==> src/rtl/mc_controller_ws.sv <==
// Multicycle MIPS control FSM with memory ready handshake, wait-state timeout
// and optional BNE/ADDI/ORI decode.
module mc_controller_ws #(
  parameter int unsigned WAIT_W     = 4,
  parameter int unsigned MAX_WAIT   = 15,
  parameter bit          EN_EXT_OPS = 1'b1
) (
  input  logic       clk,
  input  logic       rst,
  input  logic [5:0] op_i,
  input  logic       zero_i,
  input  logic       memready_i,
  output logic       memread_o,
  output logic       memwrite_o,
  output logic       alusrca_o,
  output logic [2:0] alusrcb_o,
  output logic [1:0] aluop_o,
  output logic [1:0] pcsource_o,
  output logic       memtoreg_o,
  output logic       iord_o,
  output logic       regdst_o,
  output logic       regwrite_o,
  output logic       irwrite_o,
  output logic       pcen_o,
  output logic       illegal_o,
  output logic       fault_o
);

  localparam logic [5:0] OP_R    = 6'b000000;
  localparam logic [5:0] OP_LW   = 6'b100011;
  localparam logic [5:0] OP_SW   = 6'b101011;
  localparam logic [5:0] OP_BEQ  = 6'b000100;
  localparam logic [5:0] OP_BNE  = 6'b000101;
  localparam logic [5:0] OP_J    = 6'b000010;
  localparam logic [5:0] OP_ADDI = 6'b001000;
  localparam logic [5:0] OP_ORI  = 6'b001101;

  typedef enum logic [3:0] {
    S_FETCH, S_DECODE, S_MEMADR, S_MEMRD, S_MEMWB, S_MEMWR, S_RTEX,
    S_RTWB, S_BR, S_JMP, S_IEX, S_IWB, S_ILL, S_FAULT
  } state_e;

  state_e            state_q, state_d;
  logic [5:0]        op_q, op_d;
  logic [WAIT_W-1:0] cnt_q, cnt_d;
  logic              timeout_c;

  assign timeout_c = (cnt_q == WAIT_W'(MAX_WAIT));

  always_ff @(posedge clk) begin
    if (rst) begin
      state_q <= S_FETCH;
      op_q    <= '0;
      cnt_q   <= '0;
    end else begin
      state_q <= state_d;
      op_q    <= op_d;
      cnt_q   <= cnt_d;
    end
  end

  // Next state and datapath controls; controls are forced low while rst is high.
  always_comb begin
    state_d    = state_q;
    op_d       = op_q;
    cnt_d      = '0;
    memread_o  = 1'b0;
    memwrite_o = 1'b0;
    alusrca_o  = 1'b0;
    alusrcb_o  = 3'b000;
    aluop_o    = 2'b00;
    pcsource_o = 2'b00;
    memtoreg_o = 1'b0;
    iord_o     = 1'b0;
    regdst_o   = 1'b0;
    regwrite_o = 1'b0;
    irwrite_o  = 1'b0;
    pcen_o     = 1'b0;
    illegal_o  = 1'b0;
    fault_o    = 1'b0;

    case (state_q)
      S_FETCH: begin
        memread_o = 1'b1;
        alusrcb_o = 3'b001;
        if (memready_i) begin
          irwrite_o = 1'b1;
          pcen_o    = 1'b1;
          state_d   = S_DECODE;
        end else if (timeout_c) begin
          state_d = S_FAULT;
        end
      end
      S_DECODE: begin
        alusrcb_o = 3'b011;
        op_d      = op_i;
        case (op_i)
          OP_R:            state_d = S_RTEX;
          OP_LW, OP_SW:    state_d = S_MEMADR;
          OP_BEQ:          state_d = S_BR;
          OP_J:            state_d = S_JMP;
          OP_BNE:          state_d = EN_EXT_OPS ? S_BR : S_ILL;
          OP_ADDI, OP_ORI: state_d = EN_EXT_OPS ? S_IEX : S_ILL;
          default:         state_d = S_ILL;
        endcase
      end
      S_MEMADR: begin
        alusrca_o = 1'b1;
        alusrcb_o = 3'b010;
        state_d   = (op_q == OP_SW) ? S_MEMWR : S_MEMRD;
      end
      S_MEMRD: begin
        memread_o = 1'b1;
        iord_o    = 1'b1;
        if (memready_i)     state_d = S_MEMWB;
        else if (timeout_c) state_d = S_FAULT;
      end
      S_MEMWB: begin
        regwrite_o = 1'b1;
        memtoreg_o = 1'b1;
        state_d    = S_FETCH;
      end
      S_MEMWR: begin
        memwrite_o = 1'b1;
        iord_o     = 1'b1;
        if (memready_i)     state_d = S_FETCH;
        else if (timeout_c) state_d = S_FAULT;
      end
      S_RTEX: begin
        alusrca_o = 1'b1;
        aluop_o   = 2'b10;
        state_d   = S_RTWB;
      end
      S_RTWB: begin
        regwrite_o = 1'b1;
        regdst_o   = 1'b1;
        state_d    = S_FETCH;
      end
      S_BR: begin
        alusrca_o  = 1'b1;
        aluop_o    = 2'b01;
        pcsource_o = 2'b01;
        pcen_o     = (op_q == OP_BNE) ? ~zero_i : zero_i;
        state_d    = S_FETCH;
      end
      S_JMP: begin
        pcsource_o = 2'b10;
        pcen_o     = 1'b1;
        state_d    = S_FETCH;
      end
      S_IEX: begin
        alusrca_o = 1'b1;
        if (op_q == OP_ORI) begin
          alusrcb_o = 3'b100;
          aluop_o   = 2'b11;
        end else begin
          alusrcb_o = 3'b010;
        end
        state_d = S_IWB;
      end
      S_IWB: begin
        regwrite_o = 1'b1;
        state_d    = S_FETCH;
      end
      S_ILL: begin
        illegal_o = 1'b1;
        state_d   = S_FETCH;
      end
      S_FAULT: fault_o = 1'b1;
      default: state_d = S_FETCH;
    endcase

    // Wait counter only advances while a request is held unacknowledged.
    if ((state_d == state_q) &&
        ((state_q == S_FETCH) || (state_q == S_MEMRD) || (state_q == S_MEMWR)))
      cnt_d = cnt_q + WAIT_W'(1);

    if (rst) begin
      memread_o  = 1'b0;
      memwrite_o = 1'b0;
      alusrca_o  = 1'b0;
      alusrcb_o  = 3'b000;
      aluop_o    = 2'b00;
      pcsource_o = 2'b00;
      memtoreg_o = 1'b0;
      iord_o     = 1'b0;
      regdst_o   = 1'b0;
      regwrite_o = 1'b0;
      irwrite_o  = 1'b0;
      pcen_o     = 1'b0;
      illegal_o  = 1'b0;
      fault_o    = 1'b0;
    end
  end

endmodule

==> config.mk <==
export PLATFORM = sky130hd
export DESIGN_NAME = mc_controller_ws
export DESIGN_NICKNAME = d
export VERILOG_FILES = /design/src/rtl/mc_controller_ws.sv
export SDC_FILE = /design/constraint.sdc
export NUM_CORES = 1
export LEC_CHECK = 0
export BUFFER_PORTS_ARGS = -buffer_cell sky130_fd_sc_hd__buf_2
export CAP_MARGIN = 20
export CORE_AREA = 2 2 51 53
export CTS_CLUSTER_DIAMETER = 50
export DETAILED_ROUTE_END_ITERATION = 8
export DIE_AREA = 0 0 53 55
export GPL_TIMING_DRIVEN = 0
export PLACE_DENSITY = 0.77
export SYNTH_ARGS = -nofsm -noshare
export SYNTH_HDL_FRONTEND = slang
export SYNTH_SLANG_ARGS = --single-unit
==> constraint.sdc <==
create_clock -name clk -period 2 [get_ports clk]
set_input_delay 0.3 -clock clk [delete_from_list [all_inputs] [get_ports clk]]
set_output_delay 0.3 -clock clk [all_outputs]
set_load 0.005 [all_outputs]
==> results of run 1 <==
## repair_timing
action / 4_1_cts / 5_1_grt
hold buffers: 0 / 0
gates resized for setup: 4 / 9
buffers inserted: 0 / 2
pin swaps: 0 / 3
endpoints found under the setup margin: 6 / 8
## worst max-delay path: stages, from the launching register on
cell	delay, ns
sky130_fd_sc_hd__dfxtp_2	0.35
sky130_fd_sc_hd__nor3b_4	0.21
sky130_fd_sc_hd__or3b_4	0.40
sky130_fd_sc_hd__xor2_1	0.17
sky130_fd_sc_hd__a21oi_1	0.17
sky130_fd_sc_hd__buf_2	0.14
## path summary, 6_finish.rpt
path	startpoint	end	slack [ns]	depth (start not counted)
min reg2reg	op_q[4]$_SDFFE_PP0P_	op_q[4]$_SDFFE_PP0P_	0.47	2
max	op_q[1]$_SDFFE_PP0P_	pcen_o	-0.02	5
max reg2reg	cnt_q[0]$_SDFF_PP0_	cnt_q[3]$_SDFF_PP0_	0.25	5
min	op_i[3]	op_q[3]$_SDFFE_PP0P_	0.28	3
## cells in the mapped netlist, drive strengths merged (2+ instances only)
cell / n
dfxtp: 14
xor2: 3
a21oi: 13
or3: 3
and3: 4
o211ai: 3
nor4: 5
a31oi: 2
buf: 7
o31a: 2
nor2b: 4
nand2b: 4
inv: 4
nor2: 20
nand2: 22
nand3: 5
a22oi: 2
nor3: 8
clkbuf: 3
a211oi: 2
a21o: 2
nand4b: 2
xnor2: 4
o21ai: 8
## final cells by class
class                      count  area share
buffer                         6      0.0283
clock buffer                   4      0.0249
inverter                       4      0.0103
multi-input combinational    140       0.610
sequential                    14       0.198
tap                           30      0.0257
timing repair buffer          29       0.103
## kinds of logic after synthesis
kind of cell | synth area share
flip-flops | 0.230
AO/OA/AOI/OAI | 0.282
multiplexers | 0.00821
buffers and inverters | 0.0646
XOR/XNOR | 0.0503
adder cells (fa/ha/maj) | 0.0103
AND/OR/NAND/NOR | 0.355
## state kept, by name (all words and copies together) (netlist names)
| register | flops |
|---|---|
| cnt_q | 4 |
| op_q | 6 |
| state_q | 4 |
## metal layers
| metal | wire, µm | vias up | share of wire | global-route usage |
|---|---|---|---|---|
| li1 | - | 674 | - | - |
| met1 | 1570 | 627 | 0.45 | 0.313 |
| met2 | 1700 | 52 | 0.49 | 0.483 |
| met3 | 169 | 5 | 0.049 | 0.0403 |
| met4 | 41 | 0 | 0.012 | 0.0897 |
| met5 | 0 | - | 0 | 0 |
## through the flow
stage	hold slack (ns)	setup slack [ns]	setup TNS [ns]	std cells
floorplan	0.436	0.460	0	168
global placement	0.449	0.243	0	225
detailed placement	0.459	0.200	0	225
CTS	0.279	0.00440	0	229
global route	0.294	-0.0391	-0.0527	227
finish	0.283	-0.0184	-0.0184	227
## power groups by stage
stage	Sequential (W)	Combinational [W]	Clock, W
global route	0.000317	0.000278	0.000219
CTS	0.000312	0.000247	0.000212
global placement	0.000316	0.000237	0
floorplan	0.000313	0.000173	0
detailed placement	0.000317	0.000244	0
finish	0.000316	0.000251	0.000209
## placed cells by master (no fill, tap or decap), types with 3 or more instances in the layout
master                      n
sky130_fd_sc_hd__buf_2     27
sky130_fd_sc_hd__nand2_1   21
sky130_fd_sc_hd__nor2_1    20
sky130_fd_sc_hd__a21oi_1   13
sky130_fd_sc_hd__dfxtp_1    9
sky130_fd_sc_hd__o21ai_0    7
sky130_fd_sc_hd__nor3_1     6
sky130_fd_sc_hd__nand3_1    5
sky130_fd_sc_hd__buf_4      4
sky130_fd_sc_hd__inv_1      4
sky130_fd_sc_hd__clkbuf_4   4
sky130_fd_sc_hd__xnor2_1    4
sky130_fd_sc_hd__nor4_1     4
sky130_fd_sc_hd__nor2b_1    4
sky130_fd_sc_hd__and3_1     4
sky130_fd_sc_hd__dfxtp_2    4
sky130_fd_sc_hd__nand2b_1   3
sky130_fd_sc_hd__xor2_1     3
sky130_fd_sc_hd__o211ai_1   3
==> implementation parameters, run 1 <==
Parameter                              Value

Worst hold path
  Hold/Removal Path Class ... in -> reg

Global route
  Total track usage ... 0.263
  Global-route wire length before repair ... 5.53 mm
  Remaining global-route overflow ... 0
  Number of antenna violations at the first check in global routing ... 0
  Pin count of the biggest net entering global routing ... 11
  Number of global-route vias before repair ... 1232

Floorplanning
  Placement Rows ... 18
  Initial cell density of the core ... 0.516
  Number of I/O pins ... 28
  Total Die Area ... 2920 µm²
  Horizontal die dimension ... 53 µm
  Area of the core ... 2360 µm²
  Height of the chip ... 55 µm

Synth
  Cell type contributing the most total cell area after synthesis ... sky130_fd_sc_hd__dfxtp_1
  Synth top area share ... 0.230
  Cell variety after synth ... 52
  Share of flip-flops with an asynchronous set or reset after synthesis ... 0
  FF+latch count, synth ... 14
  Cells after synthesis ... 168
  Net count of the mapped netlist ... 179
  Top post-synthesis cells by area ... sky130_fd_sc_hd__dfxtp_1 (23%), sky130_fd_sc_hd__nand2_1 (6.5%), sky130_fd_sc_hd__nor2_1 (6.2%), sky130_fd_sc_hd__a21oi_1 (5.3%), sky130_fd_sc_hd__nor3_1 (2.9%)
  Number of synthesis warnings ... 0
  Register area share after synthesis ... 0.230
  Top flip-flop cell by instance count after synthesis ... sky130_fd_sc_hd__dfxtp_1
  Cell area after technology mapping ... 1220 µm²
  Average footprint of a synthesized cell ... 7.26 µm²
  Number of synthesized flops with an enable pin ... 0

Route
  Number of routed nets with antenna violations ... 0
  Vias post-DR ... 1358
  Violation count after the first detailed-route iteration ... 41
  Detailed-routing iteration count for the pre-antenna-repair pass ... 4
  DRC errors left ... 0
  Via-per-instance ratio ... 5.98
  Total wire length after detailed routing ... 3.48 mm
  Final routed wire length divided by cell count ... 15.3 µm

Timing
  Final period demand of the worst path ... 2.02 ns
  Fin crit share ... 1.01
  Fin Clk Skew ... 0.00675 ns
  Fmax ... 495 MHz
  Final WS setup ... -0.0184 ns
  Max transition margin ... 0.652
  Final Hold Vio Count ... 0
  Max-slew violation count ... 0
  Slew at the pin closest to its max-slew limit ... 0.522 ns
  Final setup fails ... 1
  RSZ-0062 raised after global routing ... yes

Placed design
  Total half-perimeter wirelength after legalization and detailed placement ... 2.70 mm
  Total cell area at the placement stage ... 1390 µm²
  Placer's final routability congestion estimate ... 0.902
  Input/output buffers ... 27

Power
  Peak supply drop ... 0.000388 V
  Pwr per Cell Area ... 531 nW/µm²
  Reported net switching power ... 0.000263 W
  Static Leak ... 0.580 nW
  Relative contribution of combinational cells to total power ... 0.323
  Switching portion of total power ... 0.339
  Relative contribution of the clock network to total power ... 0.269
  Total power draw ... 0.000776 W
  Total internal power ... 0.000512 W
  Flop pwr share ... 0.408

CTS
  Sink Count ... 14
  Htree depth ... 1
  Max Buffers Root-to-Sink ... 2
  Clock latency on the worst-skew pair ... 0.29 ns
  Library cell used as clock root buffer ... sky130_fd_sc_hd__clkbuf_4
  Register clock-pin slew on the reported worst setup and hold paths ... 0.08 ns
  Number of CTS-inserted buffers ... 3
  TritonCTS clock tree ... built

Cells and area
  Post-route standard cell area excluding fillers ... 1460 µm²
  Fraction of final layout cells with drive strength greater than 1 ... 0.284
  Final core utilization ... 0.617
  Sequential cell area in the final layout ... 289 µm²
  Filler cells ... 242
  Area occupied by multi-input gates ... 891 µm²
  Number of inserted diodes ... 0
  Total number of nets in the final design ... 209
  Area growth, synth to finish ... 19.7%

Worst setup path
  Worst Path Max Fanout ... 3
  Critical Path Source Type ... flop
  Signal arrival time at the worst endpoint ... 1.72 ns
  CP Capture Type ... primary output
  Category of the most critical setup path ... reg -> out
  Endpoint required time on the critical path ... 1.70 ns

Status
  Run status ... finished, violations left
  Violations in the final reports ... setup timing

Run
  Count of max-cap constraint violations ... 0
No activity file was read; power rests on OpenSTA's default activity.
==> inputs of run 2 (changes only) <==
==> config.mk (replaced) <==
export PLATFORM = sky130hd
export DESIGN_NAME = mc_controller_ws
export DESIGN_NICKNAME = d
export VERILOG_FILES = /design/src/rtl/mc_controller_ws.sv
export SDC_FILE = /design/constraint.sdc
export NUM_CORES = 1
export LEC_CHECK = 0
export ABC_AREA = 1
export BUFFER_PORTS_ARGS = -buffer_cell sky130_fd_sc_hd__buf_2
export CAP_MARGIN = 20
export CORE_AREA = 2 2 50 52
export CTS_CLUSTER_DIAMETER = 50
export DETAILED_ROUTE_END_ITERATION = 8
export DIE_AREA = 0 0 52 54
export GPL_TIMING_DRIVEN = 0
export PLACE_DENSITY = 0.75
export SYNTH_ARGS = -nofsm -noshare
export SYNTH_HDL_FRONTEND = slang
export SYNTH_SLANG_ARGS = --single-unit
==> run 2 against run 1 <==
Net effect: the run now ends clean; power up 14%; synthesized area is 7.8% lower; worst hold slack improved by 0.019 ns; cell area is 9.3% lower; critical endpoint unchanged.
==> implementation parameters, run 2 <==
Parameter                              Value

Worst setup path
  Critical Path Source Type ... flop
  Endpoint required time on the critical path ... 1.70 ns (about the same)
  Worst Path Max Fanout ... 5 (+2)
  Signal arrival time at the worst endpoint ... 1.56 ns (-0.16 ns)
  Category of the most critical setup path ... reg -> out
  CP Capture Type ... primary output

Cells and area
  Most common cell after layout, fill and taps aside ... sky130_fd_sc_hd__nor2_1
  Total number of nets in the final design ... 231 (+11%)
  Number of inserted diodes ... 0 (unchanged)
  Max reg flops ... 6 (unchanged)
  Area growth, synth to finish ... 17.8%
  Sequential cell area in the final layout ... 280 µm² (-3.0%)
  Largest reg by FF count ... op_q
  Filler cells ... 250 (+3.3%)
  Fraction of final layout cells with drive strength greater than 1 ... 0.275 (-0.00903)
  Registers with the most flip-flops ... op_q: 6 flops, cnt_q: 4 flops, state_q: 4 flops
  Post-route standard cell area excluding fillers ... 1330 µm² (-9.3%)
  Area occupied by multi-input gates ... 714 µm² (-20%)
  Most used cells in the layout excluding fill and tap cells ... sky130_fd_sc_hd__nor2_1 (36), sky130_fd_sc_hd__nand2_1 (33), sky130_fd_sc_hd__buf_2 (27), sky130_fd_sc_hd__inv_1 (24), sky130_fd_sc_hd__dfxtp_1 (14)

Placed design
  Placer's final routability congestion estimate ... 0.855 (-5.1%)
  Total cell area at the placement stage ... 1290 µm² (-7.2%)
  Input/output buffers ... 26 (-3.7%)
  Total half-perimeter wirelength after legalization and detailed placement ... 2.07 mm (-23%)

Synth
  FF+latch count, synth ... 14 (unchanged)
  Cell variety after synth ... 28 (-46%)
  Cells after synthesis ... 189 (+13%)
  Cell with the most instances after synthesis ... sky130_fd_sc_hd__nor2_1
  Synth top area share ... 0.249 (+0.0194)
  Average footprint of a synthesized cell ... 5.95 µm² (-18%)
  Post-synth top cells ... sky130_fd_sc_hd__nor2_1 (36), sky130_fd_sc_hd__nand2_1 (33), sky130_fd_sc_hd__inv_1 (24)
  Share of flip-flops with an asynchronous set or reset after synthesis ... 0 (unchanged)
  Cell area after technology mapping ... 1120 µm² (-7.8%)
  Cell type contributing the most total cell area after synthesis ... sky130_fd_sc_hd__dfxtp_1
  Register area share after synthesis ... 0.249 (+0.0194)
  Top flip-flop cell by instance count after synthesis ... sky130_fd_sc_hd__dfxtp_1
  Number of synthesis warnings ... 0 (unchanged)
  Number of synthesized flops with an enable pin ... 0 (unchanged)
  Net count of the mapped netlist ... 200 (+12%)
  Top post-synthesis cells by area ... sky130_fd_sc_hd__dfxtp_1 (25%), sky130_fd_sc_hd__nor2_1 (12%), sky130_fd_sc_hd__nand2_1 (11%), sky130_fd_sc_hd__inv_1 (8.0%), sky130_fd_sc_hd__nand2_2 (5.6%)

CTS
  CTS resizes ... 0 (-4)
  Sink Count ... 14 (unchanged)
  Library cell used as clock root buffer ... sky130_fd_sc_hd__clkbuf_4
  Max Buffers Root-to-Sink ... 2 (unchanged)
  Number of CTS-inserted buffers ... 3 (unchanged)
  Htree depth ... 1 (unchanged)
  Post-CTS Hold Buffers ... 0 (unchanged)
  Setup Fix Bufs, Post-CTS ... 0 (unchanged)
  TritonCTS clock tree ... built
  Register clock-pin slew on the reported worst setup and hold paths ... 0.08 ns (about the same)
  Clock latency on the worst-skew pair ... 0.27 ns (-0.02 ns)

Global route
  Global-route wire length before repair ... 4.05 mm (-27%)
  Total track usage ... 0.192 (-0.0715)
  Number of antenna violations at the first check in global routing ... 0 (unchanged)
  Remaining global-route overflow ... 0 (unchanged)
  Pin count of the biggest net entering global routing ... 11 (unchanged)
  Number of global-route vias before repair ... 993 (-19%)

Floorplanning
  Height of the chip ... 54 µm (-1.8%)
  Total Die Area ... 2810 µm² (-3.7%)
  Initial cell density of the core ... 0.485 (-0.0310)
  Number of I/O pins ... 28 (unchanged)
  Horizontal die dimension ... 52 µm (-1.9%)
  Placement Rows ... 18 (unchanged)
  Area of the core ... 2320 µm² (-1.9%)

Power
  Static Leak ... 0.691 nW (+19%)
  Peak supply drop ... 0.000386 V (-0.58%)
  Pwr per Cell Area ... 665 nW/µm² (+25%)
  Total power draw ... 0.000881 W (+14%)

Status
  Run status ... finished, final reports clean

Route
  Total wire length after detailed routing ... 2.56 mm (-27%)
  Number of routed nets with antenna violations ... 0 (unchanged)
  Via-per-instance ratio ... 4.91 (-18%)
  Vias post-DR ... 1217 (-10%)
  Detailed-routing iteration count for the pre-antenna-repair pass ... 4 (unchanged)
  DRC errors left ... 0 (unchanged)
  Final routed wire length divided by cell count ... 10.3 µm (-33%)
  Violation count after the first detailed-route iteration ... 39 (-4.9%)

Timing
  Hold Worst Slack ... 0.301 ns (+0.0188 ns)
  Final setup fails ... 0 (-1)
  Max transition margin ... 0.727 (+0.0748)
  RSZ-0062 raised after global routing ... no
  Fin crit share ... 0.930 (-0.0795)
  Setup_tns ... 0 ns (+0.0184 ns)
  Fmax ... 538 MHz (+8.6%)
  Final Hold Vio Count ... 0 (unchanged)
  Final period demand of the worst path ... 1.86 ns (-0.159 ns)
  Max-slew violation count ... 0 (unchanged)
  Fin Clk Skew ... 0.00496 ns (-0.00180 ns)
  Slew at the pin closest to its max-slew limit ... 0.410 ns (-0.112 ns)

Worst hold path
  Hold/Removal Path Class ... in -> reg

Run
  Count of max-cap constraint violations ... 0 (unchanged)
==> run 2: critical path, cell delays in order (launching register included) <==
cell                       delay [ns]
sky130_fd_sc_hd__dfxtp_1         0.46
sky130_fd_sc_hd__inv_2           0.12
sky130_fd_sc_hd__nor2_4          0.15
sky130_fd_sc_hd__nand2_1         0.11
sky130_fd_sc_hd__nand3b_1        0.18
sky130_fd_sc_hd__a31oi_1         0.13
sky130_fd_sc_hd__buf_2           0.13
==> run 2: stage by stage <==
stage / setup slack (ns) / utilization / std cells
floorplan: 0.560 / - / 189
finish: 0.141 / 0.571 / 248
CTS: 0.0876 / 0.567 / 248
global placement: 0.417 / 0.557 / 245
global route: 0.00618 / 0.571 / 248
detailed placement: 0.391 / 0.557 / 245
==> run 2: power breakdown <==
| part | total, W | switching [W] | leakage (nW) | internal [W] |
|---|---|---|---|---|
| clock | 0.000148 | 0.0000786 | 0.0138 | 0.0000696 |
| sequential | 0.000364 | 0.0000438 | 0.114 | 0.000321 |
| combinational | 0.000368 | 0.000233 | 0.563 | 0.000135 |
==> run 2: metal layers <==
layer,up-vias,GRT usage,wire length (µm)
met1,527,0.243,1260
li1,659,-,-
met3,4,0.0167,117
met4,0,0.0658,25
met2,27,0.340,1160
met5,-,0,0
==> run 2: cells by family (layout without fill, tap and decap cells) <==
logic type	count (synthesis)	after routing	share of synthesized area
flops	14	14	0.249
fa+ha+maj	1	1	0.0111
simple gates	107	107	0.461
buf+inv	37	66	0.125
xor+xnor	2	2	0.0156
compound gates	28	28	0.139
==> run 2: final timing paths <==
kind,from,end,slack (ns),depth (start not counted)
max,state_q[3]$_SDFF_PP0_,pcen_o,0.14,6
min,op_i[4],op_q[4]$_SDFFE_PP0P_,0.30,3
max reg2reg,state_q[3]$_SDFF_PP0_,cnt_q[2]$_SDFF_PP0_,0.43,12
min reg2reg,cnt_q[0]$_SDFF_PP0_,cnt_q[0]$_SDFF_PP0_,0.45,1
==> run 2: layout make-up <==
cell class,instances,area share
multi-input combinational,138,0.539
sequential,14,0.212
timing repair buffer,26,0.0982
inverter,34,0.0963
tap,30,0.0283
clock buffer,3,0.0170
buffer,3,0.00944
==> inputs of run 3 (changes only) <==
--- a/config.mk
+++ b/config.mk
@@ -8,12 +8,12 @@
 export ABC_AREA = 1
 export BUFFER_PORTS_ARGS = -buffer_cell sky130_fd_sc_hd__buf_2
 export CAP_MARGIN = 20
-export CORE_AREA = 2 2 50 52
+export CORE_AREA = 2 2 49 51
 export CTS_CLUSTER_DIAMETER = 50
 export DETAILED_ROUTE_END_ITERATION = 8
-export DIE_AREA = 0 0 52 54
+export DIE_AREA = 0 0 51 53
 export GPL_TIMING_DRIVEN = 0
-export PLACE_DENSITY = 0.75
+export PLACE_DENSITY = 0.78
 export SYNTH_ARGS = -nofsm -noshare
 export SYNTH_HDL_FRONTEND = slang
 export SYNTH_SLANG_ARGS = --single-unit
==> constraint.sdc (replaced) <==
create_clock -name clk -period 2.4 [get_ports clk]
set_input_delay 0.36 -clock clk [delete_from_list [all_inputs] [get_ports clk]]
set_output_delay 0.36 -clock clk [all_outputs]
set_load 0.005 [all_outputs]
==> run 3 against run 2 <==
Net effect: die area shrank 3.7%; wire length increased by 4.5%; sequential share of layout area rose by 0.20 points; worst hold slack gained 0.049 ns; clock power fell by 14%; clock-buffer cell count is the same; critical path type unchanged; power down 17%.
==> implementation parameters, run 3 (synthesized netlist as in run 2, its figures left out) <==
Parameter                              Value

Status
  Run status ... finished, final reports clean

Route
  DRC errors left ... 0 (unchanged)
  Via-per-instance ratio ... 5.08 (+3.5%)
  Total wire length after detailed routing ... 2.67 mm (+4.5%)
  Final routed wire length divided by cell count ... 10.8 µm (+5.3%)
  Detailed-routing iteration count for the pre-antenna-repair pass ... 4 (unchanged)
  Violation count after the first detailed-route iteration ... 36 (-7.7%)
  Vias post-DR ... 1250 (+2.7%)
  Number of routed nets with antenna violations ... 0 (unchanged)

Floorplanning
  Placement Rows ... 17 (-1)
  Total Die Area ... 2700 µm² (-3.7%)
  Horizontal die dimension ... 51 µm (-1.9%)
  Initial cell density of the core ... 0.524 (+0.0387)
  Area of the core ... 2150 µm² (-7.4%)
  Number of I/O pins ... 28 (unchanged)
  Height of the chip ... 53 µm (-1.9%)

Timing
  Max transition margin ... 0.689 (-0.0383)
  Final Hold Vio Count ... 0 (unchanged)
  Hold Worst Slack ... 0.350 ns (+0.0489 ns)
  Max-slew violation count ... 0 (unchanged)
  Fin crit share ... 0.841
  RSZ-0062 raised after global routing ... no
  Slew at the pin closest to its max-slew limit ... 0.467 ns (+0.0575 ns)
  Fmax ... 495 MHz
  Fin Clk Skew ... 0.00223 ns (-0.00272 ns)
  Final setup fails ... 0 (unchanged)
  Setup_tns ... 0 ns (unchanged)
  Final period demand of the worst path ... 2.02 ns

Worst setup path
  Critical Path Source Type ... flop
  Signal arrival time at the worst endpoint ... 1.66 ns (+0.10 ns)
  Worst Path Max Fanout ... 4 (-1)
  Endpoint required time on the critical path ... 2.04 ns (+0.34 ns)
  Category of the most critical setup path ... reg -> out
  CP Capture Type ... primary output

Global route
  Total track usage ... 0.216 (+0.0242)
  Global-route wire length before repair ... 4.45 mm (+9.9%)
  Number of global-route vias before repair ... 1077 (+8.5%)
  Number of antenna violations at the first check in global routing ... 0 (unchanged)
  Pin count of the biggest net entering global routing ... 11 (unchanged)
  Remaining global-route overflow ... 0 (unchanged)

CTS
  Post-CTS Hold Buffers ... 0 (unchanged)
  Library cell used as clock root buffer ... sky130_fd_sc_hd__clkbuf_4
  TritonCTS clock tree ... built
  Clock latency on the worst-skew pair ... 0.27 ns (about the same)
  Setup Fix Bufs, Post-CTS ... 0 (unchanged)
  Htree depth ... 1 (unchanged)
  Register clock-pin slew on the reported worst setup and hold paths ... 0.07 ns (about the same)
  Number of CTS-inserted buffers ... 3 (unchanged)
  Max Buffers Root-to-Sink ... 2 (unchanged)
  CTS resizes ... 0 (unchanged)
  Sink Count ... 14 (unchanged)

Cells and area
  Area growth, synth to finish ... 16.7%
  Max reg flops ... 6 (unchanged)
  Largest reg by FF count ... op_q
  Fraction of final layout cells with drive strength greater than 1 ... 0.271 (-0.00459)
  Most common cell after layout, fill and taps aside ... sky130_fd_sc_hd__nor2_1
  Registers with the most flip-flops ... op_q: 6 flops, cnt_q: 4 flops, state_q: 4 flops
  Total number of nets in the final design ... 231 (unchanged)
  Most used cells in the layout excluding fill and tap cells ... sky130_fd_sc_hd__nor2_1 (36), sky130_fd_sc_hd__nand2_1 (33), sky130_fd_sc_hd__buf_2 (27), sky130_fd_sc_hd__inv_1 (24), sky130_fd_sc_hd__dfxtp_1 (14)
  Number of inserted diodes ... 0 (unchanged)

Power
  Static Leak ... 0.689 nW (-0.36%)
  Peak supply drop ... 0.000375 V (-2.8%)
  Pwr per Cell Area ... 560 nW/µm² (-16%)

Worst hold path
  Hold/Removal Path Class ... in -> reg

Placed design
  Total half-perimeter wirelength after legalization and detailed placement ... 2.17 mm (+4.9%)
  Input/output buffers ... 26 (unchanged)
  Placer's final routability congestion estimate ... 0.969 (+13%)

Run
  Count of max-cap constraint violations ... 0 (unchanged)
==> run 3: cell counts in the layout (fill, tap and decap cells not counted) <==
Identical to the previous run, type by type.
==> run 3: path summary, 6_finish.rpt <==
| kind | slack, ns | endpoint | from | cells after the start |
|---|---|---|---|---|
| worst min-delay path | 0.35 | op_q[5]$_SDFFE_PP0P_ | op_i[5] | 3 |
| worst min register to register | 0.45 | cnt_q[0]$_SDFF_PP0_ | cnt_q[0]$_SDFF_PP0_ | 1 |
| worst max register to register | 0.81 | cnt_q[2]$_SDFF_PP0_ | state_q[2]$_SDFF_PP0_ | 9 |
| worst max-delay path | 0.38 | pcen_o | op_q[0]$_SDFFE_PP0P_ | 6 |
==> run 3: through the flow <==
| step | util | power (W) | setup slack (ns) | std cells | cell area, µm² |
|---|---|---|---|---|---|
| 2_1_floorplan | - | 0.000532 | 0.900 | 189 | 1120 |
| 3_3_place_gp | 0.600 | 0.000601 | 0.769 | 243 | 1290 |
| 3_5_place_dp | 0.600 | 0.000612 | 0.689 | 243 | 1290 |
| 4_1_cts | 0.611 | 0.000740 | 0.386 | 246 | 1310 |
| 5_1_grt | 0.611 | 0.000803 | 0.218 | 246 | 1310 |
| 6_report | 0.611 | 0.000735 | 0.381 | 246 | 1310 |
==> run 3: metal layers <==
metal,vias to the layer above,track usage,wire (µm),part of all wire
li1,660,-,-,-
met1,549,0.265,1240,0.47
met4,0,0.0946,33,0.012
met3,4,0.0169,121,0.045
met5,-,0,0,0
met2,37,0.383,1270,0.48
==> run 3: worst max-delay path, stage by stage, from the launching register on <==
cell and delay [ns]:
sky130_fd_sc_hd__dfxtp_1 0.38, sky130_fd_sc_hd__inv_1 0.06, sky130_fd_sc_hd__nor3_1 0.38, sky130_fd_sc_hd__a31o_2 0.22
sky130_fd_sc_hd__nand3b_1 0.07, sky130_fd_sc_hd__a31oi_1 0.14, sky130_fd_sc_hd__buf_2 0.14
==> run 3: final cells by class <==
class	count	area [µm²]
buffer	3	12.5
tap	28	35.0
multi-input combinational	138	704
inverter	34	128
clock buffer	3	22.5
sequential	14	280
timing repair buffer	26	130
fill	211	836
==> run 3: power by group <==
part	leakage (nW)	switching, W	internal, W
registers	0.114	0.0000350	0.000267
logic	0.561	0.000195	0.000110
clock network	0.0138	0.0000685	0.0000581
